File: config.mk
export PLATFORM = sky130hd
export DESIGN_NAME = pipe_ctrl_flat
export DESIGN_NICKNAME = d
export VERILOG_FILES = /design/src/rtl/pipe_ctrl_if.sv /design/src/rtl/pipe_ctrl.sv /design/src/flat_wrapper.sv
export SDC_FILE = /design/constraint.sdc
export NUM_CORES = 1
export LEC_CHECK = 0
export CAP_MARGIN = 10
export CORE_AREA = 2 2 108 110
export CTS_CLUSTER_DIAMETER = 120
export CTS_CLUSTER_SIZE = 12
export DETAILED_ROUTE_END_ITERATION = 16
export DIE_AREA = 0 0 110 112
export PLACE_DENSITY = 0.78
export SETUP_SLACK_MARGIN = 0.3
export SYNTH_ARGS = -nofsm -noshare
export SYNTH_HDL_FRONTEND = slang
export SYNTH_SLANG_ARGS = --single-unit
File: constraint.sdc
create_clock -name clk_100MHz -period 2.03 [get_ports clk_100MHz]
set_input_delay 0.3045 -clock clk_100MHz [delete_from_list [all_inputs] [get_ports clk_100MHz]]
set_output_delay 0.3045 -clock clk_100MHz [all_outputs]
set_load 0.02 [all_outputs]
File: src/rtl/pipe_ctrl_if.sv
// Hazard-source / PC-control bundle between the pipeline and pipe_ctrl.
// master = pipeline side driving requests, slave = the scheduler.
interface pipe_ctrl_if #(
    parameter int ADDR_W = 32
);
    logic              ex_jump_req_i;
    logic [ADDR_W-1:0] ex_jump_addr_i;
    logic [ADDR_W-1:0] ex_pc_i;
    logic              div_busy_i;
    logic              load_use_i;
    logic              irq_req_i;
    logic [ADDR_W-1:0] irq_vector_i;
    logic              mret_req_i;
    logic [ADDR_W-1:0] mepc_i;

    logic              jump_ena_o;
    logic [ADDR_W-1:0] jump_addr_o;
    logic              hold_pc_o;
    logic              hold_if_o;
    logic              hold_id_o;
    logic              flush_if_o;
    logic              flush_id_o;
    logic              irq_ack_o;
    logic              trap_save_o;
    logic [ADDR_W-1:0] trap_mepc_o;

    modport master (
        output ex_jump_req_i, ex_jump_addr_i, ex_pc_i, div_busy_i, load_use_i,
               irq_req_i, irq_vector_i, mret_req_i, mepc_i,
        input  jump_ena_o, jump_addr_o, hold_pc_o, hold_if_o, hold_id_o,
               flush_if_o, flush_id_o, irq_ack_o, trap_save_o, trap_mepc_o
    );

    modport slave (
        input  ex_jump_req_i, ex_jump_addr_i, ex_pc_i, div_busy_i, load_use_i,
               irq_req_i, irq_vector_i, mret_req_i, mepc_i,
        output jump_ena_o, jump_addr_o, hold_pc_o, hold_if_o, hold_id_o,
               flush_if_o, flush_id_o, irq_ack_o, trap_save_o, trap_mepc_o
    );
endinterface

File: src/rtl/pipe_ctrl.sv
// Pipeline hazard scheduler: fixed-priority arbitration of redirects/stalls
// and a trap-entry FSM (save mepc, jump to vector, drain).
module pipe_ctrl #(
    parameter int ADDR_W       = 32,
    parameter int FLUSH_CYCLES = 2
) (
    input  logic        clk_100MHz,
    input  logic        arst_n,
    pipe_ctrl_if.slave  bus
);

    typedef enum logic [2:0] {
        IDLE      = 3'd0,
        WAIT_DIV  = 3'd1,
        TRAP_SAVE = 3'd2,
        TRAP_JUMP = 3'd3,
        FLUSH     = 3'd4
    } state_t;

    state_t            state_reg, state_next;
    logic [2:0]        cnt_reg, cnt_next;
    logic [ADDR_W-1:0] vec_reg, vec_next;
    logic [ADDR_W-1:0] mepc_reg, mepc_next;

    logic              jump_ena;
    logic [ADDR_W-1:0] jump_addr;
    logic              hold_pc, hold_if, hold_id;
    logic              flush_if, flush_id;
    logic              irq_ack, trap_save;

    always_ff @(posedge clk_100MHz or negedge arst_n) begin
        if (!arst_n) begin
            state_reg <= IDLE;
            cnt_reg   <= '0;
            vec_reg   <= '0;
            mepc_reg  <= '0;
        end else begin
            state_reg <= state_next;
            cnt_reg   <= cnt_next;
            vec_reg   <= vec_next;
            mepc_reg  <= mepc_next;
        end
    end

    always_comb begin
        state_next = state_reg;
        cnt_next   = cnt_reg;
        vec_next   = vec_reg;
        mepc_next  = mepc_reg;
        jump_ena   = 1'b0;
        jump_addr  = '0;
        hold_pc    = 1'b0;
        hold_if    = 1'b0;
        hold_id    = 1'b0;
        flush_if   = 1'b0;
        flush_id   = 1'b0;
        irq_ack    = 1'b0;
        trap_save  = 1'b0;

        case (state_reg)
            IDLE: begin
                if (bus.irq_req_i && !bus.div_busy_i) begin
                    // A taken branch in EX means execution resumes at its target.
                    mepc_next  = bus.ex_jump_req_i ? bus.ex_jump_addr_i : bus.ex_pc_i;
                    vec_next   = bus.irq_vector_i;
                    irq_ack    = 1'b1;
                    hold_pc    = 1'b1;
                    flush_if   = 1'b1;
                    flush_id   = 1'b1;
                    state_next = TRAP_SAVE;
                end else if (bus.irq_req_i) begin
                    vec_next   = bus.irq_vector_i;
                    irq_ack    = 1'b1;
                    hold_pc    = 1'b1;
                    hold_if    = 1'b1;
                    hold_id    = 1'b1;
                    state_next = WAIT_DIV;
                end else if (bus.mret_req_i) begin
                    jump_ena  = 1'b1;
                    jump_addr = bus.mepc_i;
                    flush_if  = 1'b1;
                    flush_id  = 1'b1;
                end else if (bus.ex_jump_req_i) begin
                    jump_ena  = 1'b1;
                    jump_addr = bus.ex_jump_addr_i;
                    flush_if  = 1'b1;
                    flush_id  = 1'b1;
                end else if (bus.div_busy_i) begin
                    hold_pc = 1'b1;
                    hold_if = 1'b1;
                    hold_id = 1'b1;
                end else if (bus.load_use_i) begin
                    hold_pc  = 1'b1;
                    hold_if  = 1'b1;
                    flush_id = 1'b1;
                end
            end
            WAIT_DIV: begin
                // Interrupt already acknowledged; only the divider matters here.
                hold_pc = 1'b1;
                hold_if = 1'b1;
                hold_id = 1'b1;
                if (!bus.div_busy_i) begin
                    mepc_next  = bus.ex_pc_i;
                    state_next = TRAP_SAVE;
                end
            end
            TRAP_SAVE: begin
                trap_save  = 1'b1;
                hold_pc    = 1'b1;
                flush_if   = 1'b1;
                flush_id   = 1'b1;
                state_next = TRAP_JUMP;
            end
            TRAP_JUMP: begin
                jump_ena   = 1'b1;
                jump_addr  = vec_reg;
                flush_if   = 1'b1;
                flush_id   = 1'b1;
                cnt_next   = 3'(FLUSH_CYCLES - 1);
                state_next = FLUSH;
            end
            FLUSH: begin
                flush_if = 1'b1;
                flush_id = 1'b1;
                if (cnt_reg == 3'd0) begin
                    state_next = IDLE;
                end else begin
                    cnt_next = cnt_reg - 3'd1;
                end
            end
            default: begin
                state_next = IDLE;
            end
        endcase

        // Abort instantly while reset is held, even if inputs are still active.
        if (!arst_n) begin
            jump_ena  = 1'b0;
            jump_addr = '0;
            hold_pc   = 1'b0;
            hold_if   = 1'b0;
            hold_id   = 1'b0;
            flush_if  = 1'b0;
            flush_id  = 1'b0;
            irq_ack   = 1'b0;
            trap_save = 1'b0;
        end
    end

    assign bus.jump_ena_o  = jump_ena;
    assign bus.jump_addr_o = jump_addr;
    assign bus.hold_pc_o   = hold_pc;
    assign bus.hold_if_o   = hold_if;
    assign bus.hold_id_o   = hold_id;
    assign bus.flush_if_o  = flush_if;
    assign bus.flush_id_o  = flush_id;
    assign bus.irq_ack_o   = irq_ack;
    assign bus.trap_save_o = trap_save;
    assign bus.trap_mepc_o = mepc_reg;

endmodule

File: src/flat_wrapper.sv
// flat-port wrapper written by rule: the top's interface ports become plain ports
module pipe_ctrl_flat 
#(
    parameter int ADDR_W       = 32,
    parameter int FLUSH_CYCLES = 2
)
  (clk_100MHz, arst_n, bus_ex_jump_req_i, bus_ex_jump_addr_i, bus_ex_pc_i, bus_div_busy_i, bus_load_use_i, bus_irq_req_i, bus_irq_vector_i, bus_mret_req_i, bus_mepc_i, bus_jump_ena_o, bus_jump_addr_o, bus_hold_pc_o, bus_hold_if_o, bus_hold_id_o, bus_flush_if_o, bus_flush_id_o, bus_irq_ack_o, bus_trap_save_o, bus_trap_mepc_o);
  pipe_ctrl_if #(.ADDR_W(ADDR_W)) bus_i ();
  input  logic clk_100MHz;
  input  logic arst_n;
  input wire logic [$bits(bus_i.ex_jump_req_i)-1:0] bus_ex_jump_req_i;
  input wire logic [$bits(bus_i.ex_jump_addr_i)-1:0] bus_ex_jump_addr_i;
  input wire logic [$bits(bus_i.ex_pc_i)-1:0] bus_ex_pc_i;
  input wire logic [$bits(bus_i.div_busy_i)-1:0] bus_div_busy_i;
  input wire logic [$bits(bus_i.load_use_i)-1:0] bus_load_use_i;
  input wire logic [$bits(bus_i.irq_req_i)-1:0] bus_irq_req_i;
  input wire logic [$bits(bus_i.irq_vector_i)-1:0] bus_irq_vector_i;
  input wire logic [$bits(bus_i.mret_req_i)-1:0] bus_mret_req_i;
  input wire logic [$bits(bus_i.mepc_i)-1:0] bus_mepc_i;
  output wire logic [$bits(bus_i.jump_ena_o)-1:0] bus_jump_ena_o;
  output wire logic [$bits(bus_i.jump_addr_o)-1:0] bus_jump_addr_o;
  output wire logic [$bits(bus_i.hold_pc_o)-1:0] bus_hold_pc_o;
  output wire logic [$bits(bus_i.hold_if_o)-1:0] bus_hold_if_o;
  output wire logic [$bits(bus_i.hold_id_o)-1:0] bus_hold_id_o;
  output wire logic [$bits(bus_i.flush_if_o)-1:0] bus_flush_if_o;
  output wire logic [$bits(bus_i.flush_id_o)-1:0] bus_flush_id_o;
  output wire logic [$bits(bus_i.irq_ack_o)-1:0] bus_irq_ack_o;
  output wire logic [$bits(bus_i.trap_save_o)-1:0] bus_trap_save_o;
  output wire logic [$bits(bus_i.trap_mepc_o)-1:0] bus_trap_mepc_o;
  assign bus_i.ex_jump_req_i = bus_ex_jump_req_i;
  assign bus_i.ex_jump_addr_i = bus_ex_jump_addr_i;
  assign bus_i.ex_pc_i = bus_ex_pc_i;
  assign bus_i.div_busy_i = bus_div_busy_i;
  assign bus_i.load_use_i = bus_load_use_i;
  assign bus_i.irq_req_i = bus_irq_req_i;
  assign bus_i.irq_vector_i = bus_irq_vector_i;
  assign bus_i.mret_req_i = bus_mret_req_i;
  assign bus_i.mepc_i = bus_mepc_i;
  assign bus_jump_ena_o = bus_i.jump_ena_o;
  assign bus_jump_addr_o = bus_i.jump_addr_o;
  assign bus_hold_pc_o = bus_i.hold_pc_o;
  assign bus_hold_if_o = bus_i.hold_if_o;
  assign bus_hold_id_o = bus_i.hold_id_o;
  assign bus_flush_if_o = bus_i.flush_if_o;
  assign bus_flush_id_o = bus_i.flush_id_o;
  assign bus_irq_ack_o = bus_i.irq_ack_o;
  assign bus_trap_save_o = bus_i.trap_save_o;
  assign bus_trap_mepc_o = bus_i.trap_mepc_o;
  pipe_ctrl #(.ADDR_W(ADDR_W), .FLUSH_CYCLES(FLUSH_CYCLES)) u_core (.clk_100MHz(clk_100MHz), .arst_n(arst_n), .bus(bus_i));
endmodule
==> impl_metrics.env, run 1 <==
export IMPL_drive_above_1_share_pct=49.5
export IMPL_numCtsBuffers=9
export IMPL_clock_sinks=70
export IMPL_critPathTopFamily="buffers and inverters"
export IMPL_instances_no_fill=790
export IMPL_clk_pin_slew_ns=0.06
export IMPL_ys_warn_count=0
export IMPL_die_x_um=110
export IMPL_drc=0
export IMPL_required_ns=1.73
export IMPL_leakage_nw=3.70
export IMPL_routabilityCongestion=0.831
export IMPL_finalHoldViolCount=0
export IMPL_path_common_cell="buf_4"
export IMPL_p_total_mw=11.8
export IMPL_slew_headroom_pct=62.1
export IMPL_grt_max_degree=41
export IMPL_synth_edff_count=0
export IMPL_wl_per_cell_um=22.2
export IMPL_synth_most_common_cell="dfrtp_1"
export IMPL_slew_violations=0
export IMPL_wl_mm=17.5
export IMPL_cts_max_level=3
export IMPL_synth_top_area_cell="dfrtp_1"
export IMPL_p_int_mw=7.61
export IMPL_r2r_end="u_core.bus.trap_mepc_o[25]"
export IMPL_diodes=0
export IMPL_grt_pass1_vias=4718
export IMPL_start_util_pct=39.2
export IMPL_syn_area_um2=4390
export IMPL_synth_common_cells="dfrtp_1 (70), mux2_4 (60), a21oi_1 (36)"
export IMPL_critPathMaxStageDelay_ns=0.43
export IMPL_dr_first_iter_drc_count=494
export IMPL_irDropWorstVdd_mv=0.769
export IMPL_drtAntennaViolNets=0
export IMPL_ys_ff_latch=70
export IMPL_port_buffers=206
export IMPL_layout_min_cycle_time_ns=2.26
export IMPL_clock_fmax_mhz=443
export IMPL_fin_crit_sh_pct=111
export IMPL_root_buffer="clkbuf_16"
export IMPL_final_nets=779
export IMPL_status="finished, violations left"
export IMPL_dp_hpwl_mm=10.9
export IMPL_grt_pass1_wl_mm=25.3
export IMPL_p_seq_share_pct=22.6
export IMPL_slowest_stage="dfrtp_2"
export IMPL_crit_type="reg2out"
export IMPL_die_area_um2=12300
export IMPL_final_area_um2=8440
export IMPL_min_path_type="in2async"
export IMPL_ios=207
export IMPL_cp_max_fo=6
export IMPL_fin_setup_tns_ns=-7.43
export IMPL_reg2regPathDepth=10
export IMPL_worst_slack_ns=-0.228
export IMPL_async_flop_share_pct=100
export IMPL_clkPwrFrac_pct=17.5
export IMPL_synthToLayoutAreaGrowth_pct=92.5
export IMPL_cp_start_kind="flop"
export IMPL_rr_startpoint="u_core.state_reg[1]"
export IMPL_worst_pin_slew_ns=0.569
export IMPL_crit_path_end_kind="output pin"
export IMPL_grt_util_all_layers_pct=26.8
export IMPL_placed_area_um2=7090
export IMPL_critical_path_buf_inv_count=4
export IMPL_cts_tree="done"
export IMPL_path_cells="and3b_4 -> buf_12 -> buf_4 -> a222oi_1 -> buf_4 -> nor3_4 -> buf_6"
export IMPL_core_area_um2=11200
export IMPL_combPwrFrac_pct=59.9
export IMPL_worstPathArrival_ns=1.95
export IMPL_maxCapViolCount=0
export IMPL_yosysUniqueCellTypes=38
export IMPL_via_count=4474
export IMPL_avgViaCountPerCell=5.66
export IMPL_first_pass_iters=6
export IMPL_syn_nets=494
export IMPL_clk_latency_ns=0.33
export IMPL_antenna_found_initial=0
export IMPL_final_util_pct=75.5
export IMPL_skew_ns=0.00647
export IMPL_grt_overflow=0
export IMPL_fp_row_count=39
export IMPL_pwr_density_cell_nw_per_um2=1400
export IMPL_netlist_top_cells_area="dfrtp_1 (40%), mux2_4 (21%), mux2_1 (7.4%)"
export IMPL_failed_checks="setup timing"
export IMPL_yosys_most_used_dff="dfrtp_1"
export IMPL_avgSynthCellArea_um2=12.3
export IMPL_switchingPower_mw=4.16
export IMPL_die_height_um=112
export IMPL_ff2ff_setup_slack_ns=-0.09
export IMPL_synth_top_area_share_pct=39.9
export IMPL_setup_viol=54
export IMPL_switching_share_pct=35.4
export IMPL_netlist_instances=357
export IMPL_grt_setup_unrepaired="true"
export IMPL_dp_cells=730
export IMPL_ys_seq_area_share_pct=39.9
export IMPL_cts_path_max_buffers=2
[how the worst max path moves through the flow]
stage / startpoint / endpoint / slack (ns) / depth (start not counted)
3_3_place_gp: bus_ex_jump_req_i / bus_jump_addr_o[19] / -0.63 / 7
6_report: u_core.state_reg[1] / bus_jump_addr_o[1] / -0.23 / 7
2_1_floorplan: u_core.state_reg[2] / bus_jump_addr_o[31] / 0.22 / 4
5_1_grt: u_core.state_reg[1] / bus_jump_addr_o[10] / -0.28 / 7
4_1_cts: u_core.state_reg[1] / bus_jump_addr_o[3] / -0.24 / 6
3_5_place_dp: bus_ex_jump_req_i / bus_jump_addr_o[19] / -0.63 / 7
[power groups by stage]
stage,clock (mW),sequential [mW],combinational [mW]
2_1_floorplan,0,2.91,2.79
3_3_place_gp,0,2.58,5.04
3_5_place_dp,0,2.62,5.15
4_1_cts,2.07,2.63,6.20
5_1_grt,2.16,2.75,7.39
6_report,2.06,2.66,7.06
[cell usage in the layout, fill, tap and decap left out, drive strengths merged, types with 3 or more instances in the layout]
cell / Yosys / layout
nor3: 33 / 33
nor2: 9 / 9
clkbuf: 10 / 14
nand2b: 5 / 5
clkdlybuf4s50: 0 / 162
bufinv: 0 / 5
mux2: 96 / 96
inv: 3 / 3
dlygate4sd2: 0 / 3
nor2b: 4 / 4
a222oi: 31 / 31
nand2: 4 / 4
dfrtp: 70 / 70
buf: 25 / 138
o21ai: 3 / 3
a21oi: 36 / 36
[layout make-up]
cell class | count | area, um^2
clock buffers | 9 | 225
inverters | 3 | 11.3
fillers | 738 | 2730
repair buffers | 309 | 3250
well taps | 143 | 179
flip-flops and latches | 70 | 1750
clock inverters | 7 | 160
multi-input cells | 249 | 2860
[metrics by stage]
step | setup WS, ns | hold WS [ns]
global route | -0.280 | 0.206
CTS | -0.239 | 0.157
detailed placement | -0.632 | 0.218
finish | -0.228 | 0.171
floorplan | 0.220 | 0.00891
global placement | -0.630 | 0.210
[worst register-to-register path, stage by stage, from the launching register on]
cell and delay, ns:
dfrtp_2 0.43, buf_6 0.13, buf_6 0.12, buf_6 0.12
buf_6 0.11, nor4_4 0.27, buf_4 0.17, buf_8 0.13
buf_6 0.11, buf_12 0.12, mux2_4 0.30
[layer usage]
metal | part of all wire (%) | wire length (um) | vias to the layer above | track usage (%)
li1 | - | - | 1960 | -
met1 | 39 | 6880 | 2231 | 32.6
met2 | 50 | 8810 | 242 | 45.6
met3 | 7.6 | 1320 | 41 | 5.85
met4 | 2.9 | 505 | 0 | 10.3
met5 | 0 | 0 | - | 0
[cells by family (layout without fill, tap and decap cells)]
group	after synthesis	count (layout)	synth area share, %
AOI/OAI and AO/OA	83	83	14.0
adders and majority gates	2	2	0.571
buffers and inverters	38	328	5.68
DFF	70	70	39.9
muxes	96	96	29.8
and+or+nand+nor	68	68	9.99
[what timing repair did]
item | CTS | global route
hold buffers | 1 | 0
gates cloned | 5 | 6
setup endpoints to repair | 104 | 104
pin swaps | 26 | 25
endpoints found under the hold margin | 3 | 0
resized for setup | 275 | 73
setup buffers | 20 | 12
Note: power is estimated with default switching activity, not from simulation.
==> run 2, diff against run 1 <==
--- a/config.mk
+++ b/config.mk
@@ -11,6 +11,7 @@
 export CTS_CLUSTER_SIZE = 12
 export DETAILED_ROUTE_END_ITERATION = 16
 export DIE_AREA = 0 0 110 112
+export GPL_TIMING_DRIVEN = 0
 export PLACE_DENSITY = 0.78
 export SETUP_SLACK_MARGIN = 0.3
 export SYNTH_ARGS = -nofsm -noshare
==> run 2 against run 1 <==
The flow finishes with violations (hold timing, setup timing). Clock power down 11%. Critical endpoint is now bus_jump_addr_o[2]. Via count down 4.2%. Sequential cell count unchanged.
==> impl_metrics.env, run 2 (same netlist as run 1, synthesis figures left out) <==
export IMPL_worst_pin_slew_ns=0.526
export IMPL_maxCapViolCount=0
export IMPL_leakage_nw=3.39
export IMPL_cts_path_max_buffers=2
export IMPL_clk_latency_ns=0.35
export IMPL_final_nets=749
export IMPL_clock_fmax_mhz=431
export IMPL_r2r_end="u_core.vec_reg[18]"
export IMPL_die_area_um2=12300
export IMPL_min_path_type="in2async"
export IMPL_root_buffer="clkbuf_16"
export IMPL_critPathTopFamily="buffers and inverters"
export IMPL_nFillCells=824
export IMPL_cp_max_fo=5
export IMPL_status="finished, violations left"
export IMPL_fin_setup_tns_ns=-7.88
export IMPL_pwr_density_cell_nw_per_um2=1380
export IMPL_cts_tree="done"
export IMPL_slew_headroom_pct=64.9
export IMPL_worstPathArrival_ns=2.02
export IMPL_failed_checks="hold timing, setup timing"
export IMPL_reg2regPathDepth=7
export IMPL_grt_util_all_layers_pct=26.0
export IMPL_die_x_um=110
export IMPL_dp_cells=705
export IMPL_finalHoldViolCount=5
export IMPL_wl_per_cell_um=22.3
export IMPL_clock_sinks=70
export IMPL_port_buffers=204
export IMPL_slew_violations=0
export IMPL_layout_commonest_cell="clkdlybuf4s50_1"
export IMPL_layout_common_cells="clkdlybuf4s50_1 (161), mux2_4 (89), dfrtp_1 (68), buf_4 (46), a222oi_1 (31)"
export IMPL_ios=207
export IMPL_worstSetupStartpoint="u_core.state_reg[1]"
export IMPL_die_height_um=112
export IMPL_cp_endpoint="bus_jump_addr_o[2]"
export IMPL_skew_ns=0.00469
export IMPL_layout_min_cycle_time_ns=2.32
export IMPL_setup_viol=37
export IMPL_fin_worst_hold_slack_ns=-0.00899
export IMPL_diodes=0
export IMPL_slowest_stage="a222oi_1"
export IMPL_drtAntennaViolNets=0
export IMPL_path_cells="buf_6 -> and3b_2 -> buf_6 -> buf_4 -> a222oi_1 -> nor3_2 -> buf_4"
export IMPL_start_util_pct=39.2
export IMPL_crit_path_end_kind="output pin"
export IMPL_grt_overflow=0
export IMPL_ff2ff_setup_slack_ns=0.24
export IMPL_via_count=4285
export IMPL_rr_startpoint="u_core.state_reg[1]"
export IMPL_cp_start_kind="flop"
export IMPL_antenna_found_initial=0
export IMPL_cts_max_level=3
export IMPL_core_area_um2=11200
export IMPL_grt_pass1_wl_mm=24.5
export IMPL_numCtsBuffers=9
export IMPL_drc=0
export IMPL_dr_first_iter_drc_count=401
export IMPL_wl_mm=17.0
export IMPL_avgViaCountPerCell=5.64
export IMPL_cp_depth=7
export IMPL_irDropWorstVdd_mv=0.703
export IMPL_instances_no_fill=760
export IMPL_fp_row_count=39
export IMPL_routabilityCongestion=0.823
export IMPL_grt_setup_unrepaired="true"
export IMPL_critPathMaxStageDelay_ns=0.41
export IMPL_synthToLayoutAreaGrowth_pct=81.4
export IMPL_first_pass_iters=8
export IMPL_dp_hpwl_mm=11.0
export IMPL_critical_path_buf_inv_count=4
export IMPL_clk_pin_slew_ns=0.06
export IMPL_grt_pass1_vias=4506
export IMPL_grt_max_degree=72
export IMPL_fin_crit_sh_pct=114
export IMPL_required_ns=1.73
export IMPL_crit_type="reg2out"
export IMPL_drive_above_1_share_pct=47.8
export IMPL_worst_slack_ns=-0.291
run 2: layout make-up:
class	count	area [um^2]	share of cell area [%]
timing repair buffer	244	2470	31.0
multi-input combinational	249	2810	35.3
clock buffer	9	225	2.83
buffer	35	394	4.96
clock inverter	7	113	1.42
inverter	3	11.3	0.142
tap	143	179	2.25
sequential	70	1750	22.1
run 2: stage by stage:
stage	total power, mW	setup slack (ns)	hold slack (ns)	util (%)	instance area (um^2)
after CTS	10.0	-0.299	0.0112	66.9	7480
after global placement	7.34	-3.45	0.491	60.6	6770
after floorplan	5.70	0.220	0.00891	-	4550
after global routing	11.5	-0.321	0.0220	71.2	7950
final	11.0	-0.291	-0.00899	71.2	7950
after detailed placement	7.50	-1.08	0.117	60.8	6790
run 2: worst min-delay path by stage:
stage / from / endpoint / slack, ns
after floorplan: arst_n / u_core.bus.trap_mepc_o[0] / 0.009
after global placement: u_core.bus.trap_mepc_o[20] / u_core.bus.trap_mepc_o[20] / 0.49
after detailed placement: arst_n / u_core.bus.trap_mepc_o[17] / 0.12
after CTS: arst_n / u_core.bus.trap_mepc_o[19] / 0.01
after global routing: arst_n / u_core.bus.trap_mepc_o[19] / 0.02
final: arst_n / u_core.bus.trap_mepc_o[16] / -0.009
run 2: metal layers:
layer | track usage [%] | share of wire (%) | vias up
met5 | 0 | 0 | -
met4 | 9.20 | 1.8 | 0
met3 | 5.97 | 7.8 | 26
met2 | 44.1 | 50 | 194
met1 | 32.0 | 41 | 2154
li1 | - | - | 1911
run 2: report_power, final:
group	leakage [nW]	switching, mW	internal [mW]	total [mW]
logic	2.40	2.81	3.71	6.52
registers	0.826	0.553	2.12	2.67
clock network	0.165	0.637	1.19	1.83
total	3.39	4.00	7.02	11.0
run 2: what timing repair did:
action | 4_1_cts | 5_1_grt
pin swaps | 29 | 17
cloned | 3 | 5
buffers inserted | 18 | 12
endpoints found under the setup margin | 101 | 99
endpoints found under the hold margin | 3 | 0
gates resized for setup | 274 | 67
hold buffers | 1 | 0
run 2: worst reg2reg max path, cell delays in order (launching register included):
cell and delay [ns]:
dfrtp_1 0.37, buf_6 0.13, buf_12 0.12, nor4b_4 0.29, buf_4 0.18, buf_12 0.14
clkbuf_16 0.15, mux2_4 0.30
